## config.mk

```make
export PLATFORM = sky130hd
export DESIGN_NAME = lock_sequencer
export DESIGN_NICKNAME = d
export VERILOG_FILES = /design/src/rtl/lock_pkg.sv /design/src/rtl/lock_btn_debounce.sv /design/src/rtl/lock_sequencer.sv
export SDC_FILE = /design/constraint.sdc
export NUM_CORES = 1
export LEC_CHECK = 0
export ABC_AREA = 1
export CORE_MARGIN = 2
export CORE_UTILIZATION = 29
export CTS_CLUSTER_SIZE = 24
export DETAILED_ROUTE_END_ITERATION = 8
export GPL_TIMING_DRIVEN = 0
export PLACE_DENSITY = 0.43
export RECOVER_POWER = 50
export SLEW_MARGIN = 20
export SYNTH_ARGS = -nofsm -noshare
export SYNTH_HDL_FRONTEND = slang
export SYNTH_HIERARCHICAL = 1
export SYNTH_SLANG_ARGS = --single-unit
```

## constraint.sdc

```tcl
create_clock -name clk -period 2.3 [get_ports clk]
set_clock_uncertainty 0.15 [all_clocks]
set_input_delay 0.575 -clock clk [delete_from_list [all_inputs] [get_ports clk]]
set_output_delay 0.575 -clock clk [all_outputs]
set_load 0.01 [all_outputs]
```

## src/rtl/lock_pkg.sv

```systemverilog
// Shared definitions for the lock sequencer: FSM state encoding, LED and
// 7-segment patterns, and a counter-width helper used by the top and by
// the button debouncer.
package lock_pkg;

   typedef enum logic [1:0] {
      LOCKED  = 2'd0,
      STAGE2  = 2'd1,
      OPEN    = 2'd2,
      LOCKOUT = 2'd3
   } lock_state_e;

   // 7-segment patterns: "C", "1", "0", "E"
   localparam logic [8:0] SEG_C = 9'h039;
   localparam logic [8:0] SEG_1 = 9'h006;
   localparam logic [8:0] SEG_0 = 9'h03f;
   localparam logic [8:0] SEG_E = 9'h079;

   // {lock1, lock2}: 1 = locked, 0 = that stage open
   localparam logic [1:0] LED_LOCKED = 2'b11;
   localparam logic [1:0] LED_STAGE2 = 2'b01;
   localparam logic [1:0] LED_OPEN   = 2'b00;

   // Bits needed to hold 0..n-1; never less than one bit.
   function automatic int cnt_w(input int unsigned n);
      return (n > 1) ? $clog2(n) : 1;
   endfunction

   function automatic int unsigned max_u(input int unsigned a, input int unsigned b);
      return (a > b) ? a : b;
   endfunction

endpackage

```

## src/rtl/lock_btn_debounce.sv

```systemverilog
// Level debouncer for one synchronized, active-low button.
// The output follows the input only after the input has held a new level
// for DEBOUNCE_CYCLES consecutive clocks; shorter bounces are swallowed.
// Ports:
//   clk     in  system clock
//   rst_n   in  asynchronous active-low reset (output resets to released)
//   btn_i   in  synchronized button level
//   btn_o   out debounced button level
module lock_btn_debounce
   import lock_pkg::*;
#(
   parameter int unsigned DEBOUNCE_CYCLES = 1_000_000
) (
   input  logic clk,
   input  logic rst_n,
   input  logic btn_i,
   output logic btn_o
);

   localparam int CW = cnt_w(DEBOUNCE_CYCLES);
   localparam logic [CW-1:0] CNT_LOAD = CW'(DEBOUNCE_CYCLES - 1);

   logic          stable_q, stable_d;
   logic [CW-1:0] cnt_q, cnt_d;

   // Down-counter reloads whenever the input agrees with the stable level;
   // reaching zero while it still disagrees commits the new level.
   always_comb begin
      stable_d = stable_q;
      cnt_d    = CNT_LOAD;
      if (btn_i != stable_q) begin
         if (cnt_q == '0) begin
            stable_d = btn_i;
         end else begin
            cnt_d = cnt_q - 1'b1;
         end
      end
   end

   always_ff @(posedge clk or negedge rst_n) begin
      if (!rst_n) begin
         stable_q <= 1'b1;
         cnt_q    <= CNT_LOAD;
      end else begin
         stable_q <= stable_d;
         cnt_q    <= cnt_d;
      end
   end

   assign btn_o = stable_q;

endmodule

```

## src/rtl/lock_sequencer.sv

```systemverilog
// Two-stage password lock controller with failed-attempt lockout and
// auto-relock. Single Moore FSM; all outputs decode registered state.
// Optional macro LOCK_DEBOUNCE_EN inserts a debouncer on each button.
//
// state   | meaning
// --------+-----------------------------------------------------------
// LOCKED  | waiting for stage-1 password on btn1 (led 11, "C")
// STAGE2  | stage 1 passed, waiting for stage-2 password on btn2 (led 01, "1")
// OPEN    | both stages passed; relocks on btn1 or timeout (led 00, "0")
// LOCKOUT | too many failures; presses ignored until timeout (led 11, "E")
//
// Ports:
//   clk         in   system clock
//   rst_n       in   asynchronous active-low reset
//   key[3:0]    in   password switches (asynchronous)
//   btn1        in   stage-1 confirm, active-low (asynchronous)
//   btn2        in   stage-2 confirm, active-low (asynchronous)
//   led[1:0]    out  {lock1, lock2}
//   seg_led[8:0]out  7-segment pattern
//   alarm       out  high while in LOCKOUT
//   tries_left  out  MAX_TRIES minus current fail count
module lock_sequencer
   import lock_pkg::*;
#(
   parameter logic [3:0]  PWD1            = 4'b1010,
   parameter logic [3:0]  PWD2            = 4'b0101,
   parameter int unsigned MAX_TRIES       = 3,
   parameter int unsigned LOCKOUT_CYCLES  = 50_000_000,
   parameter int unsigned OPEN_CYCLES     = 250_000_000,
   parameter int unsigned DEBOUNCE_CYCLES = 1_000_000
) (
   input  logic       clk,
   input  logic       rst_n,
   input  logic [3:0] key,
   input  logic       btn1,
   input  logic       btn2,
   output logic [1:0] led,
   output logic [8:0] seg_led,
   output logic       alarm,
   output logic [3:0] tries_left
);

   localparam int TW = cnt_w(max_u(LOCKOUT_CYCLES, OPEN_CYCLES));
   localparam logic [TW-1:0] OPEN_TC    = TW'(OPEN_CYCLES - 1);
   localparam logic [TW-1:0] LOCKOUT_TC = TW'(LOCKOUT_CYCLES - 1);
   localparam logic [3:0]    MAX_T      = 4'(MAX_TRIES);

   // ---------------------------------------------------------------
   // Input conditioning. Index 0 = btn1, index 1 = btn2.
   // ---------------------------------------------------------------
   logic [3:0] key_s1_q, key_s2_q;
   logic [1:0] btn_s1_q, btn_s2_q;
   logic [1:0] btn_lvl;
   logic [1:0] btn_prev_q;
   logic [1:0] warm_q;
   logic [1:0] armed_q, armed_d;
   logic [1:0] press;

`ifdef LOCK_DEBOUNCE_EN
   lock_btn_debounce #(.DEBOUNCE_CYCLES(DEBOUNCE_CYCLES)) u_deb_btn1 (
      .clk   (clk),
      .rst_n (rst_n),
      .btn_i (btn_s2_q[0]),
      .btn_o (btn_lvl[0])
   );
   lock_btn_debounce #(.DEBOUNCE_CYCLES(DEBOUNCE_CYCLES)) u_deb_btn2 (
      .clk   (clk),
      .rst_n (rst_n),
      .btn_i (btn_s2_q[1]),
      .btn_o (btn_lvl[1])
   );
`else
   logic unused_deb;
   assign unused_deb = ^DEBOUNCE_CYCLES;
   assign btn_lvl    = btn_s2_q;
`endif

   // The synchronizer resets to "released", so a button held low through
   // reset release would look like a fresh falling edge. A button is only
   // armed once its synchronized pin has been seen high after the chain
   // has filled with real samples (warm_q), which suppresses that edge.
   assign armed_d = armed_q | ({2{warm_q[1]}} & btn_s2_q);
   assign press   = armed_q & btn_prev_q & ~btn_lvl;

   always_ff @(posedge clk or negedge rst_n) begin
      if (!rst_n) begin
         key_s1_q   <= 4'hF;
         key_s2_q   <= 4'hF;
         btn_s1_q   <= 2'b11;
         btn_s2_q   <= 2'b11;
         btn_prev_q <= 2'b11;
         warm_q     <= 2'b00;
         armed_q    <= 2'b00;
      end else begin
         key_s1_q   <= key;
         key_s2_q   <= key_s1_q;
         btn_s1_q   <= {btn2, btn1};
         btn_s2_q   <= btn_s1_q;
         btn_prev_q <= btn_lvl;
         warm_q     <= {warm_q[0], 1'b1};
         armed_q    <= armed_d;
      end
   end

   // ---------------------------------------------------------------
   // Sequencing FSM
   // ---------------------------------------------------------------
   lock_state_e   state_q, state_d;
   logic [3:0]    fail_cnt_q, fail_cnt_d;
   logic [TW-1:0] timer_q, timer_d;
   logic [3:0]    fail_inc;
   lock_state_e   fail_dest;

   assign fail_inc  = (fail_cnt_q == 4'hF) ? fail_cnt_q : fail_cnt_q + 4'd1;
   assign fail_dest = (fail_inc >= MAX_T) ? LOCKOUT : LOCKED;

   // Timer defaults to zero so every state entry starts it cleared; only
   // OPEN and LOCKOUT let it advance while they stay put.
   always_comb begin
      state_d    = state_q;
      fail_cnt_d = fail_cnt_q;
      timer_d    = '0;
      unique case (state_q)
         LOCKED: begin
            if (press[0]) begin
               if (key_s2_q == PWD1) begin
                  state_d = STAGE2;
               end else begin
                  fail_cnt_d = fail_inc;
                  state_d    = fail_dest;
               end
            end
         end
         STAGE2: begin
            // btn1 has priority; a simultaneous btn2 press is dropped
            if (press[0]) begin
               if (key_s2_q != PWD1) begin
                  fail_cnt_d = fail_inc;
                  state_d    = fail_dest;
               end
            end else if (press[1]) begin
               if (key_s2_q == PWD2) begin
                  state_d    = OPEN;
                  fail_cnt_d = '0;
               end else begin
                  fail_cnt_d = fail_inc;
                  state_d    = fail_dest;
               end
            end
         end
         OPEN: begin
            if (press[0] || timer_q == OPEN_TC) begin
               state_d = LOCKED;
            end else begin
               timer_d = timer_q + 1'b1;
            end
         end
         LOCKOUT: begin
            if (timer_q == LOCKOUT_TC) begin
               state_d    = LOCKED;
               fail_cnt_d = '0;
            end else begin
               timer_d = timer_q + 1'b1;
            end
         end
         default: state_d = LOCKED;
      endcase
   end

   always_ff @(posedge clk or negedge rst_n) begin
      if (!rst_n) begin
         state_q    <= LOCKED;
         fail_cnt_q <= '0;
         timer_q    <= '0;
      end else begin
         state_q    <= state_d;
         fail_cnt_q <= fail_cnt_d;
         timer_q    <= timer_d;
      end
   end

   // ---------------------------------------------------------------
   // Output decode
   // ---------------------------------------------------------------
   always_comb begin
      led     = LED_LOCKED;
      seg_led = SEG_C;
      alarm   = 1'b0;
      unique case (state_q)
         LOCKED: begin
            led     = LED_LOCKED;
            seg_led = SEG_C;
         end
         STAGE2: begin
            led     = LED_STAGE2;
            seg_led = SEG_1;
         end
         OPEN: begin
            led     = LED_OPEN;
            seg_led = SEG_0;
         end
         LOCKOUT: begin
            led     = LED_LOCKED;
            seg_led = SEG_E;
            alarm   = 1'b1;
         end
         default: begin
            led     = LED_LOCKED;
            seg_led = SEG_C;
         end
      endcase
   end

   assign tries_left = MAX_T - fail_cnt_q;

endmodule
```

==> flow_metrics.env <==
export IMPL_muxShareOfSynthArea_pct=0
export IMPL_final_common_cell="nand2_1"
export IMPL_overflow=0
export IMPL_peakVddDrop_mv=0.269
export IMPL_power_internal_w=0.00177
export IMPL_cts_max_level=2
export IMPL_switching_share_pct=37.4
export IMPL_min_path_type="reg2reg"
export IMPL_cp_start_kind="flip-flop"
export IMPL_grt_setup_unrepaired="false"
export IMPL_drtIter0Drc=97
export IMPL_routabilityCongestion=0.793
export IMPL_start_util_pct=30.1
export IMPL_endpoint="tries_left[3]"
export IMPL_power_frac_comb_pct=42.2
export IMPL_worst_pin_slew_ns=1.31
export IMPL_switchingPower_w=0.00106
export IMPL_fmax_mhz=448
export IMPL_cts_buffers=5
export IMPL_synth_warnings=6
export IMPL_ys_seq_elements=52
export IMPL_drcViolationCount=0
export IMPL_pwr_share_seq_pct=37.5
export IMPL_status="finished clean"
export IMPL_rows=36
export IMPL_max_cap_violations=0
export IMPL_dieArea_um2=11100
export IMPL_finalCritPeriodShare_pct=97.1
export IMPL_critPathRequiredTime_ns=1.57
export IMPL_avgRoutedWirePerCell_um=11.7
export IMPL_finalHoldViolations=0
export IMPL_finalMaxSlewViolations=0
export IMPL_cts_sinks=52
export IMPL_syn_inst=378
export IMPL_die_h_um=105
export IMPL_maxSlewHeadroom_pct=12.8
export IMPL_synth_simple_gate_area_share_pct=32.7
export IMPL_postRouteAntennaNets=0
export IMPL_clock_latency_ns=0.31
export IMPL_crit_fanout=2
export IMPL_synth_compound_gate_area_share_pct=3.29
export IMPL_finalSetupViolations=0
export IMPL_hpwlAfterDp_um=4830
export IMPL_clockRootBuffer="clkbuf_8"
export IMPL_via_per_inst=4.22
export IMPL_syn_area_um2=2970
export IMPL_timing_rr_end="timer_q[18]"
export IMPL_cts_tree="built"
export IMPL_r2r_start="timer_q[0]"
export IMPL_grt_util_all_layers_pct=12.6
export IMPL_dieWidth_um=105
export IMPL_period_minus_slack_ns=2.23
export IMPL_yosysSeqAreaShare_pct=44.4
export IMPL_synth_area_per_cell_um2=7.85
export IMPL_p_leak_nw=1.49
export IMPL_postSynth_asyncResetShare_pct=100
export IMPL_synth_xor_area_share_pct=5.01
export IMPL_vias=2313
export IMPL_synth_edf_count=0
export IMPL_nNetsFinal=432
export IMPL_portBuffers=21
export IMPL_synth_main_ff_cell="dfrtp_1"
export IMPL_cts_path_max_buffers=2
export IMPL_core_um2=9860
export IMPL_cp_arrival_ns=1.51
export IMPL_ff2ff_path_depth=11
export IMPL_synthAdderAreaFrac_pct=4.21
export IMPL_grt_antenna_before_repair=0
export IMPL_grt_max_degree=53
export IMPL_syn_to_final_growth_pct=18.1
export IMPL_critPathKind="reg2out"
export IMPL_drt_wl_total_um=6400
export IMPL_synth_top_family_by_area="simple AND/OR/NAND/NOR gates"
export IMPL_ios=24
export IMPL_path_clk_slew_ns=0.11
export IMPL_p_per_area_nw_per_um2=808
export IMPL_ctsHoldBuffers=0
export IMPL_cp_startpoint="fail_cnt_q[2]"
export IMPL_ys_types=32
export IMPL_dr_pass1_iters=4
export IMPL_rrSetupSlack_ns=0.22
export IMPL_power_frac_clock_pct=20.2
export IMPL_power_w=0.00283
export IMPL_grt_pass1_wl_um=11200
export IMPL_grt_pass1_vias=2273
export IMPL_drive_gt1_share_pct=16.4
export IMPL_mostFrequentLayoutCells="95 x nand2_1, 57 x nor2_1, 50 x inv_1"
export IMPL_holdWs_ns=0.207
export IMPL_diodes=0
export IMPL_crit_path_end_kind="output pin"
## registers in the layout, summed over array words and instances, names as in the netlist
name and count:
btn_s1_q 2, btn_lvl 2, key_s2_q 4, btn_prev_q 2
warm_q 2, armed_q 2, key_s1_q 4, timer_q 28
fail_cnt_q 4, state_q 2
## synthesized netlist by cell type, types with 2 or more instances
library cell | count | area share (%)
a21oi_1 | 4 | 0.67
ha_1 | 10 | 4.2
o21ai_0 | 7 | 1.2
nand2_1 | 95 | 12
o21ai_1 | 4 | 0.67
nor3b_1 | 2 | 0.51
nand3_2 | 4 | 1.3
nand4_1 | 10 | 2.1
nand2_2 | 2 | 0.42
dfstp_2 | 14 | 12
o21bai_1 | 3 | 0.76
nor2_2 | 10 | 2.1
nor2_1 | 57 | 7.2
buf_4 | 8 | 2.0
inv_1 | 52 | 6.6
conb_1 | 2 | 0.25
nand3_1 | 17 | 2.9
xnor2_1 | 2 | 0.59
nor3_1 | 11 | 1.9
dfrtp_1 | 38 | 32
xor2_1 | 15 | 4.4
## through the flow
stage	instances	utilization (%)	setup TNS [ns]	setup slack [ns]	cell area [µm²]
after floorplan	379	-	0	0.580	2970
after global placement	533	34.0	-52.91	-1.18	3350
after detailed placement	533	33.9	0	0.0930	3350
after CTS	547	35.5	0	0.0136	3500
after global routing	548	35.5	0	0.000161	3510
final	548	35.5	0	0.0660	3510
## repair_timing
item                       CTS  global route
gates resized for setup     15             0
setup endpoints to repair   11             1
buffers inserted             6             1
## power groups by stage
stage               logic [W]  registers, W  clock network, W
floorplan            0.000748       0.00107                 0
CTS                   0.00120       0.00107          0.000622
finish                0.00120       0.00106          0.000573
global placement      0.00115       0.00109                 0
detailed placement    0.00116       0.00109                 0
global route          0.00135       0.00108          0.000652
## worst min-delay path by stage
stage / cells past startpoint / startpoint / slack (ns) / end
after floorplan: 0 / rst_n / 0.13 / armed_q[0]
after global placement: 0 / warm_q[0] / 0.18 / warm_q[1]
after detailed placement: 0 / warm_q[0] / 0.19 / warm_q[1]
after CTS: 1 / rst_n / 0.16 / timer_q[5]
after global routing: 0 / key_s1_q[2] / 0.22 / key_s2_q[2]
final: 0 / warm_q[0] / 0.21 / warm_q[1]
## layout make-up
type                    count  area (µm²)
fillers                  1057        6360
repair buffers             28         244
multi-input cells         263        1380
plain buffers              10        91.3
inverters                  54         208
well taps                 133         166
flip-flops and latches     52        1320
clock buffers               5        68.8
clock inverters             3        28.8
## routing by layer
layer,global-route usage [%],routed length [µm],vias to the layer above
li1,-,-,1229
met1,17.2,3280,1060
met2,20.8,2950,20
met3,1.75,105,4
met4,3.43,60,0
met5,0,0,-
## critical path, stage by stage (launching register included)
cell and delay (ns):
dfrtp_1 0.40, ha_1 0.27, clkdlybuf4s50_1 0.52
## kinds of logic (layout without fill, tap and decap cells)
group	Yosys count	count (layout)
other	2	3
AOI/OAI and AO/OA	18	18
xor gates and xnor gates	17	17
buffers and inverters	64	100
DFF	52	52
and+or+nand+nor	215	215
adders and majority gates	10	10
No activity file was read; power rests on OpenSTA's default activity.
